--- src/rtl/exec_wb_stage.sv ---
// exec_wb_stage: multi-cycle ALU with a four-cycle shift-add multiplier and a write-back handshake
// Ports:
//   clk, rst_n         - clock, asynchronous active-low reset
//   in_valid/in_ready  - request handshake (ready only while idle)
//   op, rd, crs, crt   - opcode, destination index, operands A and B
//   dw, rw, rg_we      - write-back data, index and enable (enable high one cycle)
//   flag_z, flag_c     - zero and carry/borrow of the last written result
//   busy               - high whenever an operation is in flight
module exec_wb_stage (
    input  logic       clk,
    input  logic       rst_n,
    input  logic       in_valid,
    output logic       in_ready,
    input  logic [0:2] op,
    input  logic [0:1] rd,
    input  logic [0:3] crs,
    input  logic [0:3] crt,
    output logic [0:3] dw,
    output logic [0:1] rw,
    output logic       rg_we,
    output logic       flag_z,
    output logic       flag_c,
    output logic       busy
);
    typedef enum logic [1:0] {IDLE, EXEC, MUL, WB} state_t;

    state_t     state_q, state_d;
    logic [0:1] cnt_q, cnt_d, rd_q, rd_d, rw_q, rw_d;
    logic [0:2] op_q, op_d;
    logic [0:3] a_q, a_d, b_q, b_d, dw_q, dw_d, alu_r;
    logic [0:7] acc_q, acc_d, mul_sum;
    logic [0:4] sum;
    logic       fz_q, fz_d, fc_q, fc_d, alu_c;

    always_comb begin
        state_d = state_q;
        cnt_d   = cnt_q;
        op_d    = op_q;
        rd_d    = rd_q;
        a_d     = a_q;
        b_d     = b_q;
        acc_d   = acc_q;
        dw_d    = dw_q;
        rw_d    = rw_q;
        fz_d    = fz_q;
        fc_d    = fc_q;
        sum     = {1'b0, a_q} + {1'b0, b_q};
        // b is shifted right each step, so its LSB selects the partial product a << step
        mul_sum = acc_q + (b_q[3] ? (8'(a_q) << cnt_q) : 8'd0);
        alu_r   = op_q == 3'b000 ? sum[1:4] :
                  op_q == 3'b001 ? a_q - b_q :
                  op_q == 3'b010 ? a_q & b_q :
                  op_q == 3'b011 ? a_q | b_q :
                  op_q == 3'b100 ? a_q ^ b_q :
                  op_q == 3'b101 ? {3'b000, a_q < b_q} :
                  op_q == 3'b110 ? {a_q[1:3], 1'b0} : 4'd0;
        alu_c   = op_q == 3'b000 ? sum[0] :
                  op_q == 3'b001 ? a_q < b_q :
                  op_q == 3'b110 ? a_q[0] : 1'b0;
        case (state_q)
            IDLE: if (in_valid) begin
                op_d    = op;
                rd_d    = rd;
                a_d     = crs;
                b_d     = crt;
                acc_d   = 8'd0;
                cnt_d   = 2'd0;
                state_d = op == 3'b111 ? MUL : EXEC;
            end
            EXEC: begin
                state_d = WB;
                dw_d    = alu_r;
                rw_d    = rd_q;
                fz_d    = alu_r == 4'd0;
                fc_d    = alu_c;
            end
            MUL: begin
                acc_d = mul_sum;
                b_d   = b_q >> 1;
                cnt_d = cnt_q + 2'd1;
                if (cnt_q == 2'd3) begin
                    state_d = WB;
                    dw_d    = mul_sum[4:7];
                    rw_d    = rd_q;
                    fz_d    = mul_sum[4:7] == 4'd0;
                    fc_d    = |mul_sum[0:3];
                end
            end
            default: state_d = IDLE;
        endcase
    end

    always_ff @(posedge clk or negedge rst_n) begin
        if (!rst_n) begin
            state_q <= IDLE;
            cnt_q   <= '0;
            op_q    <= '0;
            rd_q    <= '0;
            a_q     <= '0;
            b_q     <= '0;
            acc_q   <= '0;
            dw_q    <= '0;
            rw_q    <= '0;
            fz_q    <= 1'b0;
            fc_q    <= 1'b0;
        end else begin
            state_q <= state_d;
            cnt_q   <= cnt_d;
            op_q    <= op_d;
            rd_q    <= rd_d;
            a_q     <= a_d;
            b_q     <= b_d;
            acc_q   <= acc_d;
            dw_q    <= dw_d;
            rw_q    <= rw_d;
            fz_q    <= fz_d;
            fc_q    <= fc_d;
        end
    end

    assign in_ready = state_q == IDLE;
    assign busy     = state_q != IDLE;
    assign rg_we    = state_q == WB;
    assign dw       = dw_q;
    assign rw       = rw_q;
    assign flag_z   = fz_q;
    assign flag_c   = fc_q;
endmodule

--- config.mk ---
export PLATFORM = sky130hd
export DESIGN_NAME = exec_wb_stage
export DESIGN_NICKNAME = d
export VERILOG_FILES = /design/src/rtl/exec_wb_stage.sv
export SDC_FILE = /design/constraint.sdc
export NUM_CORES = 1
export LEC_CHECK = 0
export ABC_CLOCK_PERIOD_IN_PS = 5200
export CAP_MARGIN = 0
export CORE_MARGIN = 4
export CORE_UTILIZATION = 61
export CTS_CLUSTER_DIAMETER = 60
export CTS_CLUSTER_SIZE = 30
export DETAILED_ROUTE_END_ITERATION = 8
export GPL_TIMING_DRIVEN = 1
export PLACE_DENSITY_LB_ADDON = 0.2
export SLEW_MARGIN = 20
export SYNTH_ARGS = -nofsm -noshare
export SYNTH_HDL_FRONTEND = slang
export SYNTH_SLANG_ARGS = --single-unit
--- constraint.sdc ---
create_clock -name clk -period 5.2 [get_ports clk]
set_input_delay 0.52 -clock clk [delete_from_list [all_inputs] [get_ports clk]]
set_output_delay 0.52 -clock clk [all_outputs]
set_load 0.02 [all_outputs]
# Word-level counts from Yosys, hierarchy flattened
# Cells that the tools add are included.
# totals
romBits	0
mem_bits_rw	0
elab_cells	74
latch_bits	0
n_memories	0
register_bits	33
in_bits	16
output_inout_bits	11
# op_classes
n_mux	29
shifts	1
n_reduce_logical	12
addsub	4
n_lt_le_gt_ge	1
bitwise_logic	3
n_eq_ne	13
div	0
mul	0
# op_table
operator	n
$mux W4	9
$mux W8	2
$pmux W4 S2	2
$pmux W8 S2	1
$eq A3 B3 Y1 const B	4
$mux W2	5
$add A8 B8 Y8	1
$logic_not A4 Y1	2
$pmux W2 S2	2
$reduce_and A2 Y1	4
$shl A4 B2 Y8	1
$eq A2 B2 Y1 const B	3
$eq A3 B2 Y1 const B	2
$pmux W2 S3	1
$reduce_bool A2 Y1	3
$add A4 B4 Y5	1
$mux W1	5
$and A4 B4 Y4	1
$lt A4 B4 Y1	1
$ne A2 B2 Y1 const B	2
$or A4 B4 Y4	1
$pmux W1 S2	2
$reduce_or A4 Y1	1
$sub A4 B4 Y4	1
6 further kinds	6

# Longest topological paths before layout
# Gate-level depths: netlist of run 1.
# depth
depth_word	10
depth_mapped	11
mapped_depth_nobuf	10

# Worst setup path before layout of run 1
# No wires, ideal clock.
# synth_path
path_kind	register to register
from	register cnt_q[1] (netlist bit)
to	register fz_q, in the netlist flag_z
path_stages_with_launch	10
slack_ns	2.882
setup_time_ns	0.065
t_arrival_ns	2.252
synth_period_minus_slack_ns	2.318
path_buffers	1
required_time_ns	5.135
cell_sequence	dfrtp_1 -> clkbuf_1 -> nand2b_1 -> nor2_1 -> ha_1 -> fa_1 -> xor2_1 -> or4_1 -> o21ai_1 -> a31o_1
# synth_via
elab_chain_cells	6
elab_cells_between_ends	9
# synth_lines
item	line	text
start, declared	28	logic [0:1] cnt_q, cnt_d, rd_q, rd_d, rw_q, rw_d;
start signal, assigned	108	cnt_q <= cnt_d;
$shl A4 B2 Y8	49	mul_sum = acc_q + (b_q[3] ? (8'(a_q) << cnt_q) : 8'd0);
$mux W8	49	
$add A8 B8 Y8	49	
$logic_not A4 Y1	85	fz_d = mul_sum[4:7] == 4'd0;
$mux W1	81	if (cnt_q == 2'd3) begin
$pmux W1 S2	60	case (state_q)
end signal, assigned	116	fz_q <= fz_d;
end, declared	33	logic fz_q, fz_d, fc_q, fc_d, alu_c;
# Parallel ways exist; a longest one is shown, timed or not. The select of a mux whose other input is x is not followed.
# A chain may end at the register's enable or synchronous reset.

# Worst setup path after layout of run 1
# layout_path
from	register a_q[1] (netlist bit)
to	register fc_q, in the netlist flag_c
# layout_via
elab_chain_cells	6
elab_cells_between_ends	10
# layout_lines
item	line	text
start, declared	30	logic [0:3] a_q, a_d, b_q, b_d, dw_q, dw_d, alu_r;
start signal, assigned	99	a_q <= '0;
start signal, assigned	111	a_q <= a_d;
$shl A4 B2 Y8	49	
$mux W8	49	
$add A8 B8 Y8	49	
$reduce_or A4 Y1	86	fc_d = |mul_sum[0:3];
$mux W1	81	
$pmux W1 S2 *	60	
end signal, assigned	105	fc_q <= 1'b0;
end signal, assigned	117	fc_q <= fc_d;
end, declared	33	
# Every way passes the cells marked *; elsewhere a longest branch is shown, timed or not. The select of a mux whose other input is x is not followed.

==> results.sh, run 1 <==
export IMPL_grt_total_usage=0.221
export IMPL_rsz0062_at_grt="false"
export IMPL_setup_viol=0
export IMPL_slew_headroom=0.464
export IMPL_yosysWarningCount=0
export IMPL_startpoint_type="flip-flop"
export IMPL_syn_nets=302
export IMPL_worstPathCellList="inv_1, o21ai_0, nor2_1, a211oi_1, ha_1, a211oi_2, o21bai_1, a21oi_1, xnor2_1, a41oi_1"
export IMPL_hpwlAfterDp_um=4010
export IMPL_cpLargestDelayFamily="compound AO/OA/AOI/OAI gates"
export IMPL_synth_flop_cell="dfrtp_1"
export IMPL_layoutNonFillerInstCount=331
export IMPL_synth_xor_area_frac=0.0215
export IMPL_place_gp_congestion=0.920
export IMPL_dp_cells=324
export IMPL_synth_compound_area_share=0.203
export IMPL_end_kind="flip-flop"
export IMPL_syn2layout_area_growth_pct=14.4
export IMPL_synth_area_per_cell_um2=9.38
export IMPL_die_y_um=71.2
export IMPL_setup_tns_ns=0
export IMPL_cts_sinks=33
export IMPL_fin_worst_skew_ns=0.00840
export IMPL_cts_root_buf="clkbuf_8"
export IMPL_grt_pass1_wl_um=8760
export IMPL_drc=0
export IMPL_cts_resized=0
export IMPL_finalHoldViolations=0
export IMPL_numPortBuffers=26
export IMPL_critPathArrivalTime_ns=2.52
export IMPL_period_share=0.458
export IMPL_synth_cell_area_um2=2440
export IMPL_synth_top_family_by_area="compound AO/OA/AOI/OAI gates"
export IMPL_drive_gt1_frac=0.0919
export IMPL_power_density_nw_per_um2=695
export IMPL_ys_ff_latch=33
export IMPL_ys_types=53
export IMPL_cts_buffer_depth=2
export IMPL_vias=1974
export IMPL_maxCapViolCount=0
export IMPL_period_needed_ns=2.38
export IMPL_routed_via_density=5.96
export IMPL_grt_overflow=0
export IMPL_dieArea_um2=5070
export IMPL_yosys_area_share_simple=0.146
export IMPL_required_ns=5.34
export IMPL_hp_class="reg2reg"
export IMPL_cts_buffers=5
export IMPL_wirelength_um=5210
export IMPL_outcome="complete, no violations"
export IMPL_synth_edff_count=0
export IMPL_postSynthCellCount=260
export IMPL_cp_slowest_cell="dfrtp_1"
export IMPL_max_freq_ghz=0.420
export IMPL_ant_nets=0
export IMPL_power_leakage_uw=0.00128
export IMPL_path_buf_inv=1
export IMPL_slew_viol_final=0
export IMPL_crit_fanout=6
export IMPL_htreeDepth=2
export IMPL_final_nets=325
export IMPL_worstSetupPathType="reg2reg"
export IMPL_placementRows=22
export IMPL_clkTransAtPathRegs_ns=0.07
export IMPL_synth_seq_area_share=0.339
export IMPL_n_antenna_cell=0
export IMPL_ir_drop_uv=440
export IMPL_start_util=0.647
export IMPL_clock_latency_ns=0.29
export IMPL_final_cell_mix="33 x dfrtp_1, 26 x clkdlybuf4s50_1, 23 x nand2_1, 23 x ha_1, 19 x nor2_1"
export IMPL_first_global_vias=1881
export IMPL_cts_tree="done"
export IMPL_drt_iter0_markers=60
export IMPL_routedWlPerCell_um=15.7
export IMPL_grt_max_degree=34
export IMPL_synth_fa_ha_area_frac=0.143
export IMPL_critPathMaxStageDelay_ns=0.44
export IMPL_muxShareOfSynthArea=0.0965
export IMPL_final_common_cell="dfrtp_1"
export IMPL_synthArstFlopShare=1.00
export IMPL_drtPass1Iterations=4
export IMPL_die_w_um=71.2
export IMPL_postCtsHoldBufs=0
export IMPL_num_io_pins=27
export IMPL_postCtsSetupRepairBufs=0
export IMPL_antenna_found_initial=0
export IMPL_core_area_um2=3770
export IMPL_worstMarginPinSlew_ns=0.798
-- cell type report --
| type | instances | area, um2 |
|---|---|---|
| Sequential cell | 33 | 826 |
| Tap cell | 48 | 60.1 |
| Clock buffer | 7 | 86.3 |
| Multi-Input combinational cell | 199 | 1490 |
| Fill cell | 307 | 981 |
| Timing Repair Buffer | 27 | 268 |
| Inverter | 17 | 63.8 |
-- sequential cells by signal (all words and copies together), names as in the netlist --
name / flops
a_q: 4
cnt_q: 2
state_q: 2
flag_c: 1
b_q: 4
rd_q: 2
flag_z: 1
acc_q: 8
op_q: 3
dw: 4
rw: 2
-- cell families after synthesis --
family | after synthesis
flip-flops | 33
adder cells (fa/ha/maj) | 26
AND/OR/NAND/NOR | 75
buffers and inverters | 28
AO/OA/AOI/OAI | 70
multiplexers | 22
XOR/XNOR | 6
-- worst paths after layout --
kind,end,startpoint,cells past startpoint,slack (ns)
setup / recovery,flag_c,a_q[1],10,2.82
hold / removal,dw[2],dw[2],2,0.48
setup reg to reg,flag_c,a_q[1],10,2.82
hold reg to reg,dw[2],dw[2],2,0.48
max in group asynchronous,rw[1],rst_n,2,4.24
min in group asynchronous,dw[2],rst_n,2,0.64
-- metal layers --
metal,track usage,wire [um]
met1,0.285,2340
met2,0.361,2460
met3,0.0589,306
met4,0.0731,105
met5,0,0
-- worst reg2reg max path, stage by stage, from the launching register on --
cell and delay [ns]:
dfrtp_1 0.44, inv_1 0.08, o21ai_0 0.23, nor2_1 0.06, a211oi_1 0.22, ha_1 0.32, a211oi_2 0.27, o21bai_1 0.10
a21oi_1 0.20, xnor2_1 0.17, a41oi_1 0.14
-- metrics by stage --
step	util	instance area (um2)	hold slack, ns	power, uW	setup slack [ns]
after floorplan	-	2440	0.224	1440	2.88
after global placement	0.717	2700	0.467	1710	2.92
after detailed placement	0.717	2700	0.474	1740	2.83
after CTS	0.740	2790	0.490	1940	2.81
after global routing	0.740	2790	0.520	2110	2.62
final	0.740	2790	0.483	1940	2.82
-- where the power goes --
group | internal (uW) | switching (uW)
clock network | 105 | 90.6
registers | 371 | 144
logic | 551 | 678
total | 1030 | 912
-- cell usage after synthesis (all sizes together) (4+ instances only) --
cell	n	area share
o21ai	19	0.039
buf	8	0.021
xnor2	4	0.014
a21o	4	0.012
inv	17	0.026
o31ai	4	0.016
a21oi	10	0.021
a22o	5	0.018
ha	23	0.12
mux2i	10	0.041
dfrtp	33	0.34
nand2b	12	0.031
a211oi	4	0.016
nand2	23	0.035
nor3	6	0.012
nor2	20	0.032
nand3	4	0.0082
mux2	12	0.055
o22ai	6	0.015
(Power assumes the default switching activity.)
==> inputs of run 2 (changes only) <==
--- a/config.mk
+++ b/config.mk
@@ -5,10 +5,10 @@
 export SDC_FILE = /design/constraint.sdc
 export NUM_CORES = 1
 export LEC_CHECK = 0
-export ABC_CLOCK_PERIOD_IN_PS = 5200
+export ABC_CLOCK_PERIOD_IN_PS = 2000
 export CAP_MARGIN = 0
 export CORE_MARGIN = 4
-export CORE_UTILIZATION = 61
+export CORE_UTILIZATION = 51
 export CTS_CLUSTER_DIAMETER = 60
 export CTS_CLUSTER_SIZE = 30
 export DETAILED_ROUTE_END_ITERATION = 8
==> constraint.sdc (replaced) <==
create_clock -name clk -period 2 [get_ports clk]
set_input_delay 0.2 -clock clk [delete_from_list [all_inputs] [get_ports clk]]
set_output_delay 0.2 -clock clk [all_outputs]
set_load 0.02 [all_outputs]
==> run 2 against run 1 <==
The run now ends with negative setup slack left; design area up 23%; count of clock-buffer cells in the layout fell by 2; flip-flop and latch count is the same; cell count grew 15%; register-to-register slack got worse by 3.1 ns; highest routed layer unchanged; wire length grew 27%; sequential share of layout area is 5.3 points lower; critical path type unchanged; critical path depth fell by 2.
==> results.sh, run 2 (same netlist as run 1, synthesis figures left out) <==
export IMPL_fillers=311
export IMPL_wirelength_um=6600
export IMPL_max_freq_ghz=0.440
export IMPL_worstSetupPathType="reg2reg"
export IMPL_cp_depth=8
export IMPL_rsz0062_at_grt="true"
export IMPL_outcome="complete, but fails checks"
export IMPL_largest_reg_flops=8
export IMPL_period_needed_ns=2.27
export IMPL_grt_max_degree=34
export IMPL_routedWlPerCell_um=17.3
export IMPL_fin_worst_skew_ns=0.00732
export IMPL_place_gp_congestion=0.896
export IMPL_required_ns=2.23
export IMPL_multi_input_area_um2=1700
export IMPL_layout_area_seq_um2=831
export IMPL_ant_nets=0
export IMPL_power_leakage_uw=0.00159
export IMPL_n_antenna_cell=0
export IMPL_grt_overflow=0
export IMPL_grt_total_usage=0.225
export IMPL_ir_drop_uv=1240
export IMPL_htreeDepth=2
export IMPL_cts_root_buf="clkbuf_8"
export IMPL_combPwrFrac=0.699
export IMPL_hpwlAfterDp_um=4720
export IMPL_final_common_cell="buf_4"
export IMPL_r2r_cells=8
export IMPL_worstMarginPinSlew_ns=0.788
export IMPL_finalHoldViolations=0
export IMPL_period_share=1.14
export IMPL_power_share_sequential=0.189
export IMPL_routed_via_density=5.81
export IMPL_cts_buffer_depth=2
export IMPL_clockPowerShare=0.111
export IMPL_path_buf_inv=0
export IMPL_numPortBuffers=26
export IMPL_place_ws_ns=-0.210
export IMPL_slew_viol_final=0
export IMPL_p_sw_frac=0.439
export IMPL_critPathArrivalTime_ns=2.50
export IMPL_maxCapViolCount=0
export IMPL_startpoint_type="flip-flop"
export IMPL_num_io_pins=27
export IMPL_end_kind="flip-flop"
export IMPL_cp_slowest_cell="or4_4"
export IMPL_top_register="acc_q"
export IMPL_start_util=0.541
export IMPL_clkTransAtPathRegs_ns=0.07
export IMPL_die_y_um=77.2
export IMPL_final_nets=371
export IMPL_cts_tree="done"
export IMPL_final_cell_mix="44 x buf_4, 29 x dfrtp_1, 24 x clkdlybuf4s50_1"
export IMPL_clock_latency_ns=0.29
export IMPL_syn2layout_area_growth_pct=40.5
export IMPL_critPathMaxStageDelay_ns=0.48
export IMPL_slew_headroom=0.471
export IMPL_cpLargestDelayFamily="simple AND/OR/NAND/NOR gates"
export IMPL_die_w_um=77.2
export IMPL_grt_pass1_wl_um=10700
export IMPL_placementRows=24
export IMPL_post_route_worst_setup_slack_ns=-0.271
export IMPL_crit_fanout=6
export IMPL_cts_sinks=33
export IMPL_cpMostUsedCell="nand2b_4"
export IMPL_dieArea_um2=5950
export IMPL_intPower_uw=3830
export IMPL_drtPass1Iterations=4
export IMPL_drt_iter0_markers=160
export IMPL_first_global_vias=2211
export IMPL_hp_class="in2async"
export IMPL_setup_tns_ns=-1.08
export IMPL_power_density_nw_per_um2=1990
export IMPL_vias=2218
export IMPL_drive_gt1_frac=0.336
export IMPL_worstPathCellList="nand2b_4, nor2_4, ha_4, fa_2, nand2b_4, or4_4, o21ai_2, a31o_1"
export IMPL_core_area_um2=4500
export IMPL_p_sw_uw=3000
export IMPL_drc=0
export IMPL_setup_viol=9
export IMPL_antenna_found_initial=0
export IMPL_failed_checks="negative setup slack"
export IMPL_cts_buffers=5
run 2: what timing repair did:
item                                   CTS  global route
buffers inserted                         4             3
hold buffers                             0             0
endpoints found under the hold margin    0             0
gates resized for setup                 24            26
pin swaps                                9            20
setup endpoints to repair               11            14
run 2: stage by stage:
step / hold WS (ns) / total power [uW] / utilization / area [um2] / cells
floorplan: -0.0956 / 3830 / - / 2490 / 260
global placement: 0.472 / 5230 / 0.677 / 3050 / 369
detailed placement: 0.486 / 5310 / 0.677 / 3050 / 369
CTS: 0.334 / 6450 / 0.733 / 3300 / 381
global route: 0.365 / 7280 / 0.761 / 3430 / 382
finish: 0.330 / 6820 / 0.761 / 3430 / 382
run 2: area by class of cell:
| type | instances | share of cell area |
|---|---|---|
| multi-input combinational | 199 | 0.496 |
| sequential | 33 | 0.243 |
| timing repair buffer | 73 | 0.184 |
| clock buffer | 5 | 0.0201 |
| inverter | 17 | 0.0194 |
| clock inverter | 3 | 0.0190 |
| tap | 52 | 0.0190 |
run 2: power groups by stage:
stage               Sequential, uW  Clock [uW]  Combinational, uW
finish                        1290         760               4770
global route                  1330         796               5150
CTS                           1280         762               4400
detailed placement            1280           0               4030
global placement              1260           0               3970
floorplan                     1280           0               2540
run 2: routing by layer:
layer  part of all wire  GRT usage  vias to the layer above
li1                   -          -                     1067
met1               0.45      0.308                     1068
met2               0.47      0.360                       70
met3              0.057     0.0410                       13
met4              0.022     0.0676                        0
met5                  0          0                        -
run 2: path summary, 6_finish.rpt:
path / start / endpoint / slack [ns]
hold reg to reg: rd_q[0] / rw[0] / 0.50
max in group asynchronous: rst_n / a_q[0] / 1.33
setup reg to reg: cnt_q[1] / flag_z / -0.27
setup / recovery: cnt_q[1] / flag_z / -0.27
hold / removal: rst_n / a_q[2] / 0.33
min in group clk: rd_q[0] / rw[0] / 0.50
